===== config.mk =====
export PLATFORM = sky130hd
export DESIGN_NAME = slv_guard_multi
export DESIGN_NICKNAME = d
export VERILOG_FILES = /design/src/rtl/slv_guard_multi.sv
export SDC_FILE = /design/constraint.sdc
export NUM_CORES = 1
export LEC_CHECK = 0
export CAP_MARGIN = 20
export CORE_UTILIZATION = 54
export CTS_BUF_LIST = sky130_fd_sc_hd__clkbuf_16
export CTS_CLUSTER_DIAMETER = 80
export CTS_CLUSTER_SIZE = 10
export DETAILED_ROUTE_END_ITERATION = 6
export PLACE_DENSITY = 0.81
export SKIP_CTS_REPAIR_TIMING = 1
export SLEW_MARGIN = 20
export SYNTH_ARGS = -nofsm -noshare
export SYNTH_HDL_FRONTEND = slang
export SYNTH_SLANG_ARGS = --single-unit

===== constraint.sdc =====
create_clock -name clk_i -period 3.1 [get_ports clk_i]
set_clock_uncertainty 0.05 [all_clocks]
set_input_delay 0.775 -clock clk_i [delete_from_list [all_inputs] [get_ports clk_i]]
set_output_delay 0.775 -clock clk_i [all_outputs]
set_load 0.01 [all_outputs]

===== src/rtl/slv_guard_multi.sv =====
// -----------------------------------------------------------------------------
// slv_guard_multi
//
// Guards NumChan independent request/response channels that sit in front of a
// downstream subordinate. For each channel the block counts outstanding
// transactions and times how long the channel has gone without a response.
// When a channel has been waiting longer than its budget, it enters TIMEOUT.
// If guarding is enabled in isolate mode, the channel is then cut off from new
// requests and a system reset is requested. Otherwise only an interrupt is
// raised.
//
// Parameters
//   NumChan   number of guarded channels (>= 1)
//   MaxTxns   maximum outstanding transactions per channel (>= 1)
//   CntWidth  width of the per-channel budget and timer
//   OutWidth  derived width of the outstanding counter (not overridable)
//
// Ports
//   clk_i          clock; all state updates on the rising edge
//   rst_ni         synchronous active-low reset
//   guard_ena_i    enables isolation and reset request (monitoring always on)
//   mode_i         0 = report only, 1 = isolate channel and request reset
//   budget_i       per-channel cycle budget; 0 disables that channel's timeout
//   req_valid_i    upstream request valid, per channel
//   req_ready_o    upstream request ready, per channel
//   req_valid_o    downstream request valid, per channel
//   req_ready_i    downstream request ready, per channel
//   rsp_valid_i    observed response valid, per channel (monitor only)
//   rsp_ready_i    observed response ready, per channel (monitor only)
//   clear_i        per-channel timeout clear pulse
//   rst_stat_i     downstream reset done; returns every channel to IDLE
//   timeout_o      per-channel registered timeout flag
//   outstanding_o  per-channel outstanding transaction count
//   irq_o          registered OR of all timeout flags
//   rst_req_o      reset request to the system
// -----------------------------------------------------------------------------
module slv_guard_multi #(
    parameter  int unsigned NumChan  = 2,
    parameter  int unsigned MaxTxns  = 8,
    parameter  int unsigned CntWidth = 10,
    localparam int unsigned OutWidth = $clog2(MaxTxns + 1)
) (
    input  logic                               clk_i,
    input  logic                               rst_ni,
    input  logic                               guard_ena_i,
    input  logic                               mode_i,
    input  logic [NumChan-1:0][CntWidth-1:0]   budget_i,
    input  logic [NumChan-1:0]                 req_valid_i,
    output logic [NumChan-1:0]                 req_ready_o,
    output logic [NumChan-1:0]                 req_valid_o,
    input  logic [NumChan-1:0]                 req_ready_i,
    input  logic [NumChan-1:0]                 rsp_valid_i,
    input  logic [NumChan-1:0]                 rsp_ready_i,
    input  logic [NumChan-1:0]                 clear_i,
    input  logic                               rst_stat_i,
    output logic [NumChan-1:0]                 timeout_o,
    output logic [NumChan-1:0][OutWidth-1:0]   outstanding_o,
    output logic                               irq_o,
    output logic                               rst_req_o
);

    typedef enum logic [1:0] {
        ST_IDLE    = 2'd0,
        ST_BUSY    = 2'd1,
        ST_TIMEOUT = 2'd2
    } state_e;

    // Isolation applies only when both the guard and isolate mode are on.
    logic isolate_ena;
    assign isolate_ena = guard_ena_i & mode_i;

    logic [NumChan-1:0] timeout_d;
    logic [NumChan-1:0] timeout_q;
    logic               irq_q;

    for (genvar c = 0; c < NumChan; c++) begin : g_chan

        state_e              state_q, state_d;
        logic [OutWidth-1:0] cnt_q, cnt_d;
        logic [CntWidth-1:0] timer_q, timer_d;
        logic [CntWidth-1:0] timer_inc;

        logic full;      // no room for another transaction
        logic isolated;  // channel cut off after a timeout
        logic gate;      // block the request path this cycle
        logic req_acc;   // request handshake completes this cycle
        logic rsp_acc;   // response handshake completes this cycle
        logic rsp_eff;   // response that actually retires a transaction
        logic budget_on; // this channel's timeout is enabled

        assign full      = (cnt_q == OutWidth'(MaxTxns));
        assign isolated  = isolate_ena & (state_q == ST_TIMEOUT);
        assign gate      = full | isolated;
        assign budget_on = (budget_i[c] != '0);

        // Pass-through stays purely combinational, including during reset,
        // so the gate depends only on registered state and the two mode bits.
        assign req_valid_o[c] = req_valid_i[c] & ~gate;
        assign req_ready_o[c] = req_ready_i[c] & ~gate;

        assign req_acc = req_valid_i[c] & req_ready_o[c];
        assign rsp_acc = rsp_valid_i[c] & rsp_ready_i[c];
        // A response with nothing outstanding is ignored, so the counter can
        // never wrap below zero.
        assign rsp_eff = rsp_acc & (cnt_q != '0);

        // Saturating increment: the timer parks at all-ones instead of
        // wrapping back below the budget.
        assign timer_inc = (&timer_q) ? timer_q : timer_q + CntWidth'(1);

        // NOTE: every signal written here gets a default value first, so no
        // path leaves it unassigned and no latch is inferred.
        always_comb begin
            state_d = state_q;
            cnt_d   = cnt_q;
            timer_d = timer_q;

            // Outstanding count tracks handshakes in every state; a request and
            // a response in the same cycle cancel out.
            if (req_acc && !rsp_eff) begin
                cnt_d = cnt_q + OutWidth'(1);
            end else if (rsp_eff && !req_acc) begin
                cnt_d = cnt_q - OutWidth'(1);
            end

            unique case (state_q)
                ST_IDLE: begin
                    if (req_acc) begin
                        state_d = ST_BUSY;
                        timer_d = '0;
                    end
                end

                ST_BUSY: begin
                    if (cnt_d == '0) begin
                        // Last transaction retired.
                        state_d = ST_IDLE;
                        timer_d = '0;
                    end else if (rsp_acc) begin
                        // Forward progress restarts the wait.
                        timer_d = '0;
                    end else if (budget_on && (timer_q >= budget_i[c])) begin
                        // Timer is frozen from here until the channel is
                        // cleared.
                        state_d = ST_TIMEOUT;
                    end else begin
                        timer_d = timer_inc;
                    end
                end

                ST_TIMEOUT: begin
                    // Count keeps tracking; resume according to what is still
                    // outstanding after this cycle's handshakes.
                    if (clear_i[c]) begin
                        state_d = (cnt_d != '0) ? ST_BUSY : ST_IDLE;
                        timer_d = '0;
                    end
                end

                default: begin
                    state_d = ST_IDLE;
                    cnt_d   = '0;
                    timer_d = '0;
                end
            endcase

            // Downstream reset completed: everything the channel knew about
            // in-flight traffic is void, whatever else happens this cycle.
            if (rst_stat_i) begin
                state_d = ST_IDLE;
                cnt_d   = '0;
                timer_d = '0;
            end
        end

        // NOTE: sequential state uses non-blocking assignments only, so every
        // register samples the pre-edge value of every other register.
        always_ff @(posedge clk_i) begin
            if (!rst_ni) begin
                state_q <= ST_IDLE;
                cnt_q   <= '0;
                timer_q <= '0;
            end else begin
                state_q <= state_d;
                cnt_q   <= cnt_d;
                timer_q <= timer_d;
            end
        end

        assign timeout_d[c]     = (state_d == ST_TIMEOUT);
        assign outstanding_o[c] = cnt_q;

    end : g_chan

    // Flags and interrupt are registered copies of the next channel states,
    // so they line up exactly with the state registers.
    always_ff @(posedge clk_i) begin
        if (!rst_ni) begin
            timeout_q <= '0;
            irq_q     <= 1'b0;
        end else begin
            timeout_q <= timeout_d;
            irq_q     <= |timeout_d;
        end
    end

    assign timeout_o = timeout_q;
    assign irq_o     = irq_q;
    // Combinational from registered flags so the request drops as soon as
    // the guard is disabled or switched to report-only mode.
    assign rst_req_o = isolate_ena & (|timeout_q);

endmodule : slv_guard_multi

Word-level counts from Yosys, hierarchy flattened

Cells that the tools add are included.

$add $sub $neg: 6
Multiply operators: 0
Div/mod/pow operators: 0
Magnitude comparators: 2
Eq/ne operators: 16
Shifts and indexed selects: 0
Multiplexer cells: 34
Bitwise gates (word level): 21
Reductions and logical operators: 31

Operators by type and width:

| kind                                                               | count |
|---|---|
| 10-bit two-way mux                                                 | 12 |
| 10-bit case mux with 3 select lines                                | 2 |
| 2-bit two-way mux                                                  | 12 |
| 10-bit by 1-bit adder with 10-bit output, second input constant    | 2 |
| 10-bit >= comparator                                               | 2 |
| 10-bit AND reduction                                               | 2 |
| 10-bit nonzero test                                                | 2 |
| 4-bit two-way mux                                                  | 4 |
| 4-bit != test, second input constant                               | 4 |
| 4-bit nonzero test                                                 | 4 |
| 1-bit AND                                                          | 14 |
| 2-bit case mux with 3 select lines                                 | 2 |
| 3-bit OR reduction                                                 | 4 |
| 4-bit by 1-bit adder with 4-bit output, second input constant      | 2 |
| 2-bit == test, second input constant                               | 4 |
| 4-bit == test, second input constant                               | 2 |
| 4-bit logical NOT                                                  | 2 |
| 2-bit != test, second input constant                               | 4 |
| 4-bit AND reduction                                                | 2 |
| 4-bit by 1-bit subtractor with 4-bit output, second input constant | 2 |
| 1-bit logical AND                                                  | 6 |
| 2-bit OR reduction                                                 | 3 |
| 1-bit NOT                                                          | 5 |
| 2-bit by 1-bit == test with 1-bit output, second input constant    | 2 |
| 4 further kinds                                                    | 10 |

Register bits: 35
Latch bits: 0
Bits in writable memories: 0
Memory bits (read-only): 0
Input port bits: 35
Output and inout port bits: 16
Logic and storage cells: 118
Memories kept: 0

Depth between registers and ports, before layout

Depth after elaboration: 17
Depth in mapped cells: 11
Mapped depth without buffers: 9

Worst setup path before layout

No wires, ideal clock.

Kind: register to register
From: register g_chan[0].cnt_q[0]
To: register g_chan[0].timer_q[6]
Setup time: 0.072 ns
Arrival time: 2.772 ns
Data required time: 2.978 ns
Setup slack: 0.207 ns
Stages on the path, launching flop included: 11
Buffers on the path: 1
Clock period less this slack: 2.893 ns
Cells stage by stage: dfxtp_1 -> clkbuf_1 -> inv_1 -> ha_1 -> and3b_1 -> nor3_2 -> a211oi_1 -> or2_1 -> a211oi_1 -> or4b_1 -> mux2i_1

Longest elaborated chain between the ends: 12
Elaborated cells on any way between the ends: 22
Those cells by class: add/sub (2); eq/ne (4); mux (4); bitwise (5); reduce/logical (7)

RTL lines:

| item                                                                                        | RTL line | RTL |
|---|---|---|
| from (decl)                                                                                 | 79       | `logic [OutWidth-1:0] cnt_q, cnt_d;` |
| from (signal assigned)                                                                      | 185      | `cnt_q <= cnt_d;` |
| 4-bit == test                                                                               | 91       | `assign full = (cnt_q == OutWidth'(MaxTxns));` |
| 1-bit bitwise OR                                                                            | 93       | `assign gate = full \| isolated;` |
| 1-bit NOT                                                                                   | 99       | `assign req_ready_o[c] = req_ready_i[c] & ~gate;` |
| 1-bit AND                                                                                   | 99       |  |
| 1-bit AND                                                                                   | 101      | `assign req_acc = req_valid_i[c] & req_ready_o[c];` |
| 1-bit logical NOT                                                                           | 122      | `end else if (rsp_eff && !req_acc) begin` |
| 1-bit logical AND                                                                           | 122      |  |
| 4-bit two-way mux                                                                           | 122      |  |
| 4-bit two-way mux                                                                           | 120      | `if (req_acc && !rsp_eff) begin` |
| 4-bit logical NOT                                                                           | 135      | `if (cnt_d == '0) begin` |
| 4-bit != test (no line) / 10-bit two-way mux (equally long branches)                        | n/a      |  |
| 4-bit AND reduction (no line) / 10-bit case mux with 3 select lines (equally long branches) | n/a      |  |
| to (signal assigned)                                                                        | 186      | `timer_q <= timer_d;` |
| to (decl)                                                                                   | 80       | `logic [CntWidth-1:0] timer_q, timer_d;` |

Several ways; a longest one is shown, not always the timed one.
A chain may end at the register's enable or synchronous reset.

Final worst setup path

From: input guard_ena_i
To: output req_valid_o[0]

Longest elaborated chain between the ends: 5

RTL lines:

| item             | RTL line | RTL |
|---|---|---|
| from (decl)      | 45       | `input logic guard_ena_i,` |
| 1-bit AND        | 70       | `assign isolate_ena = guard_ena_i & mode_i;` |
| 1-bit AND        | 92       | `assign isolated = isolate_ena & (state_q == ST_TIMEOUT);` |
| 1-bit bitwise OR | 93       |  |
| 1-bit NOT        | 98       | `assign req_valid_o[c] = req_valid_i[c] & ~gate;` |
| 1-bit AND        | 98       |  |
| to (decl)        | 50       | `output logic [NumChan-1:0] req_valid_o,` |

No other way between the ends.

==> impl_metrics.tcl <==
set metrics [dict create \
    hold_violations 0 \
    drtIter0Drc 321 \
    die_y_um 75.8 \
    max-vdd-ir-drop_v 0.000297 \
    clock_latency_ps 280 \
    clock_power_share_pct 40.8 \
    hold_start "g_chan[1].timer_q[5]" \
    p_int_w 0.000850 \
    area.growth.synth_to_final_pct 33.3 \
    p_per_area_mw_per_mm2 290 \
    start_kind "input pin" \
    grt_overflow 0 \
    die_w_um 75.8 \
    wl_per_cell_um 14.8 \
    gp_congestion 0.914 \
    clk_pin_slew_ps 50 \
    clockRootBuffer "clkbuf_16" \
    hold_path_class "reg2reg" \
    synthDistinctLibCells 61 \
    worstPathRequired_ps 2270 \
    drive_above_1_share_pct 11.2 \
    setup_tns_ps 0 \
    ff2ff_path_depth 10 \
    port_buffers 50 \
    worstPathCellList "clkdlybuf4s50_1, nand4b_1, and3_1, clkdlybuf4s50_1" \
    outcome "finished clean" \
    ys_ff_latch 35 \
    synth_edf_count 0 \
    yosysSeqAreaShare_pct 23.8 \
    hold_depth 1 \
    htree_levels 2 \
    antenna_cells 0 \
    ant_nets 0 \
    vias 3356 \
    clock_sinks 35 \
    comb_power_share_pct 19.0 \
    rr_startpoint "g_chan[1].cnt_q[1]" \
    whs_endpoint "g_chan[1].timer_q[5]" \
    vias_per_cell 6.19 \
    drc 0 \
    grt_pass1_vias 2778 \
    min_period_ps 2960 \
    worst_slew_pin_slew_ps 530 \
    start_util_pct 56.9 \
    p_switching_w 0.000286 \
    antenna_found_initial 0 \
    syn_area_per_cell_um2 7.51 \
    tritoncts "yes" \
    wl_um 8030 \
    fin_nets 532 \
    cts_inserted_buffers 5 \
    rows 26 \
    crit_path_start "guard_ena_i" \
    critPathBufInv 2 \
    crit_type "in2out" \
    slew_headroom_pct 64.5 \
    syn_area_mm2 0.00294 \
    cp_max_fo 4 \
    post-dp-hpwl_um 6140 \
    rsz0062_at_grt "false" \
    worstPathArrival_ps 2140 \
    grt_max_degree 23 \
    drt_first_pass_iters 5 \
    switching_share_pct 25.2 \
    reg2reg_to "g_chan[1].timer_q[2]" \
    fmax_mhz 338 \
    drv_cap 0 \
    max_stage_delay_ps 520 \
    power_frac_seq_pct 40.3 \
    ys_warn_count 0 \
    synth_nets 453 \
    fp.dieArea_mm2 0.00575 \
    cpMostUsedCell "clkdlybuf4s50_1" \
    grt_pass1_wl_um 12600 \
    post-route-period-util_pct 95.5 \
    final_util_pct 75.9 \
    globalRouteTotalUtil_pct 28.6 \
    setup_viol_count_final 0 \
    cp_slowest_cell "clkdlybuf4s50_1" \
    p_leak_nw 1.63 \
    finalMaxSlewViolations 0 \
    cp-end-kind "primary output" \
    synth_ff_type "dfxtp_1" \
    io_pins 51 \
    rrSetupSlack_ps 450 \
    cts_buffer_depth 2 \
    async_flop_share_pct 0 \
    core_area_mm2 0.00517 \
    synth_cells 392 \
    crit_family "buffers and inverters" \
]
[power by group through the flow]
stage / sequential (W) / combinational [W] / clock, W
2_1_floorplan: 0.000465 / 0.000100 / 0
3_3_place_gp: 0.000466 / 0.000203 / 0
3_5_place_dp: 0.000466 / 0.000208 / 0
4_1_cts: 0.000457 / 0.000210 / 0.000471
5_1_grt: 0.000458 / 0.000233 / 0.000491
6_report: 0.000457 / 0.000216 / 0.000463
[worst reg2reg max path, cell delays in order, from the launching register on]
cell and delay, ps:
dfxtp_1 410, inv_1 100, ha_1 300, or3b_2 480, and3_1 200, o2bb2ai_1 120, a211o_1 270, a31oi_4 240
buf_6 180, nand4_1 100, o22ai_1 130
[cell type report]
type	count	area, um2
clock buffers	5	125
clock inverters	3	12.5
fillers	402	1250
inverters	32	120
multi-input cells	312	2090
flip-flops and latches	35	703
well taps	70	87.6
repair buffers	85	785
[kinds of logic after synthesis]
family,Yosys count,synth area share [%]
AND/OR/NAND/NOR,166,31.1
AO/OA/AOI/OAI,115,26.4
buffers and inverters,45,5.95
flip-flops,35,23.8
adder cells (fa/ha/maj),26,11.1
multiplexers,3,1.02
XOR/XNOR,2,0.595
[registers in the layout (all words and copies together) (netlist names)]
name and cells:
g_chan.state_q 4, timeout_o 2, irq_o 1, g_chan.cnt_q 8, g_chan.timer_q 20
[cell usage after synthesis (4+ instances only)]
| cell | number | area share (%) |
|---|---|---|
| a211o_1 | 4 | 1.2 |
| a211oi_1 | 8 | 2.0 |
| a21o_1 | 5 | 1.3 |
| a21oi_1 | 14 | 2.4 |
| a31oi_1 | 6 | 1.3 |
| and2_1 | 5 | 1.1 |
| and3_1 | 13 | 2.8 |
| clkbuf_1 | 9 | 1.1 |
| dfxtp_1 | 35 | 24 |
| ha_1 | 26 | 11 |
| inv_1 | 32 | 4.1 |
| nand2_1 | 29 | 3.7 |
| nand2b_1 | 6 | 1.3 |
| nand3_1 | 18 | 3.1 |
| nand4_1 | 20 | 4.3 |
| nand4b_1 | 8 | 2.4 |
| nor2_1 | 33 | 4.2 |
| nor4_1 | 8 | 1.7 |
| o21a_1 | 6 | 1.5 |
| o21ai_0 | 30 | 5.1 |
| o221ai_1 | 5 | 1.5 |
| o22ai_1 | 6 | 1.3 |
[worst max-delay path by stage]
stage	endpoint	slack, ps	cells after the start
floorplan	g_chan[0].timer_q[6]	210	10
global placement	g_chan[1].timer_q[1]	-100	9
detailed placement	g_chan[1].timer_q[1]	-200	9
CTS	req_ready_o[1]	-100	5
global route	g_chan[1].timer_q[2]	2	10
finish	req_valid_o[0]	140	4
[per-layer routing]
layer	global-route usage, %	routed length, um	vias to the layer above	part of all wire [%]
met5	0	0	-	0
met4	9.67	131	0	1.6
met3	4.89	447	18	5.6
met2	46.9	3860	136	48
met1	38.1	3590	1541	45
li1	-	-	1661	-
[placed cells by master, fill, tap and decap left out, drive strengths merged, types with 3 or more instances in the layout]
cell type and n:
clkdlybuf4s50 48, dfxtp 35, buf 35, inv 34
nor2 33, o21ai 33, nand2 29, ha 26
nand4 20, nand3 18, a21oi 14, and3 13
nand4b 8, nor4 8, a211oi 8, a31oi 7
o21a 6, o22ai 6, nand2b 6, and2 5
o221ai 5, a21o 5, clkbuf 5, a211o 4
nor3 4, nand3b 3, nor2b 3, or3b 3
nor3b 3, a41oi 3, mux2i 3, o211ai 3
[through the flow]
step / hold WS, ps / setup WS (ps) / cell area [um2] / power (W) / std cells
6_report: 436 / 140 / 3920 / 0.00114 / 542
5_1_grt: 474 / 1.78 / 3920 / 0.00118 / 542
4_1_cts: 434 / -103 / 3880 / 0.00114 / 541
3_5_place_dp: 424 / -197 / 3740 / 0.000675 / 533
3_3_place_gp: 421 / -97.7 / 3740 / 0.000669 / 533
2_1_floorplan: 398 / 207 / 2940 / 0.000566 / 392
Power figures use the tool's default switching activity.
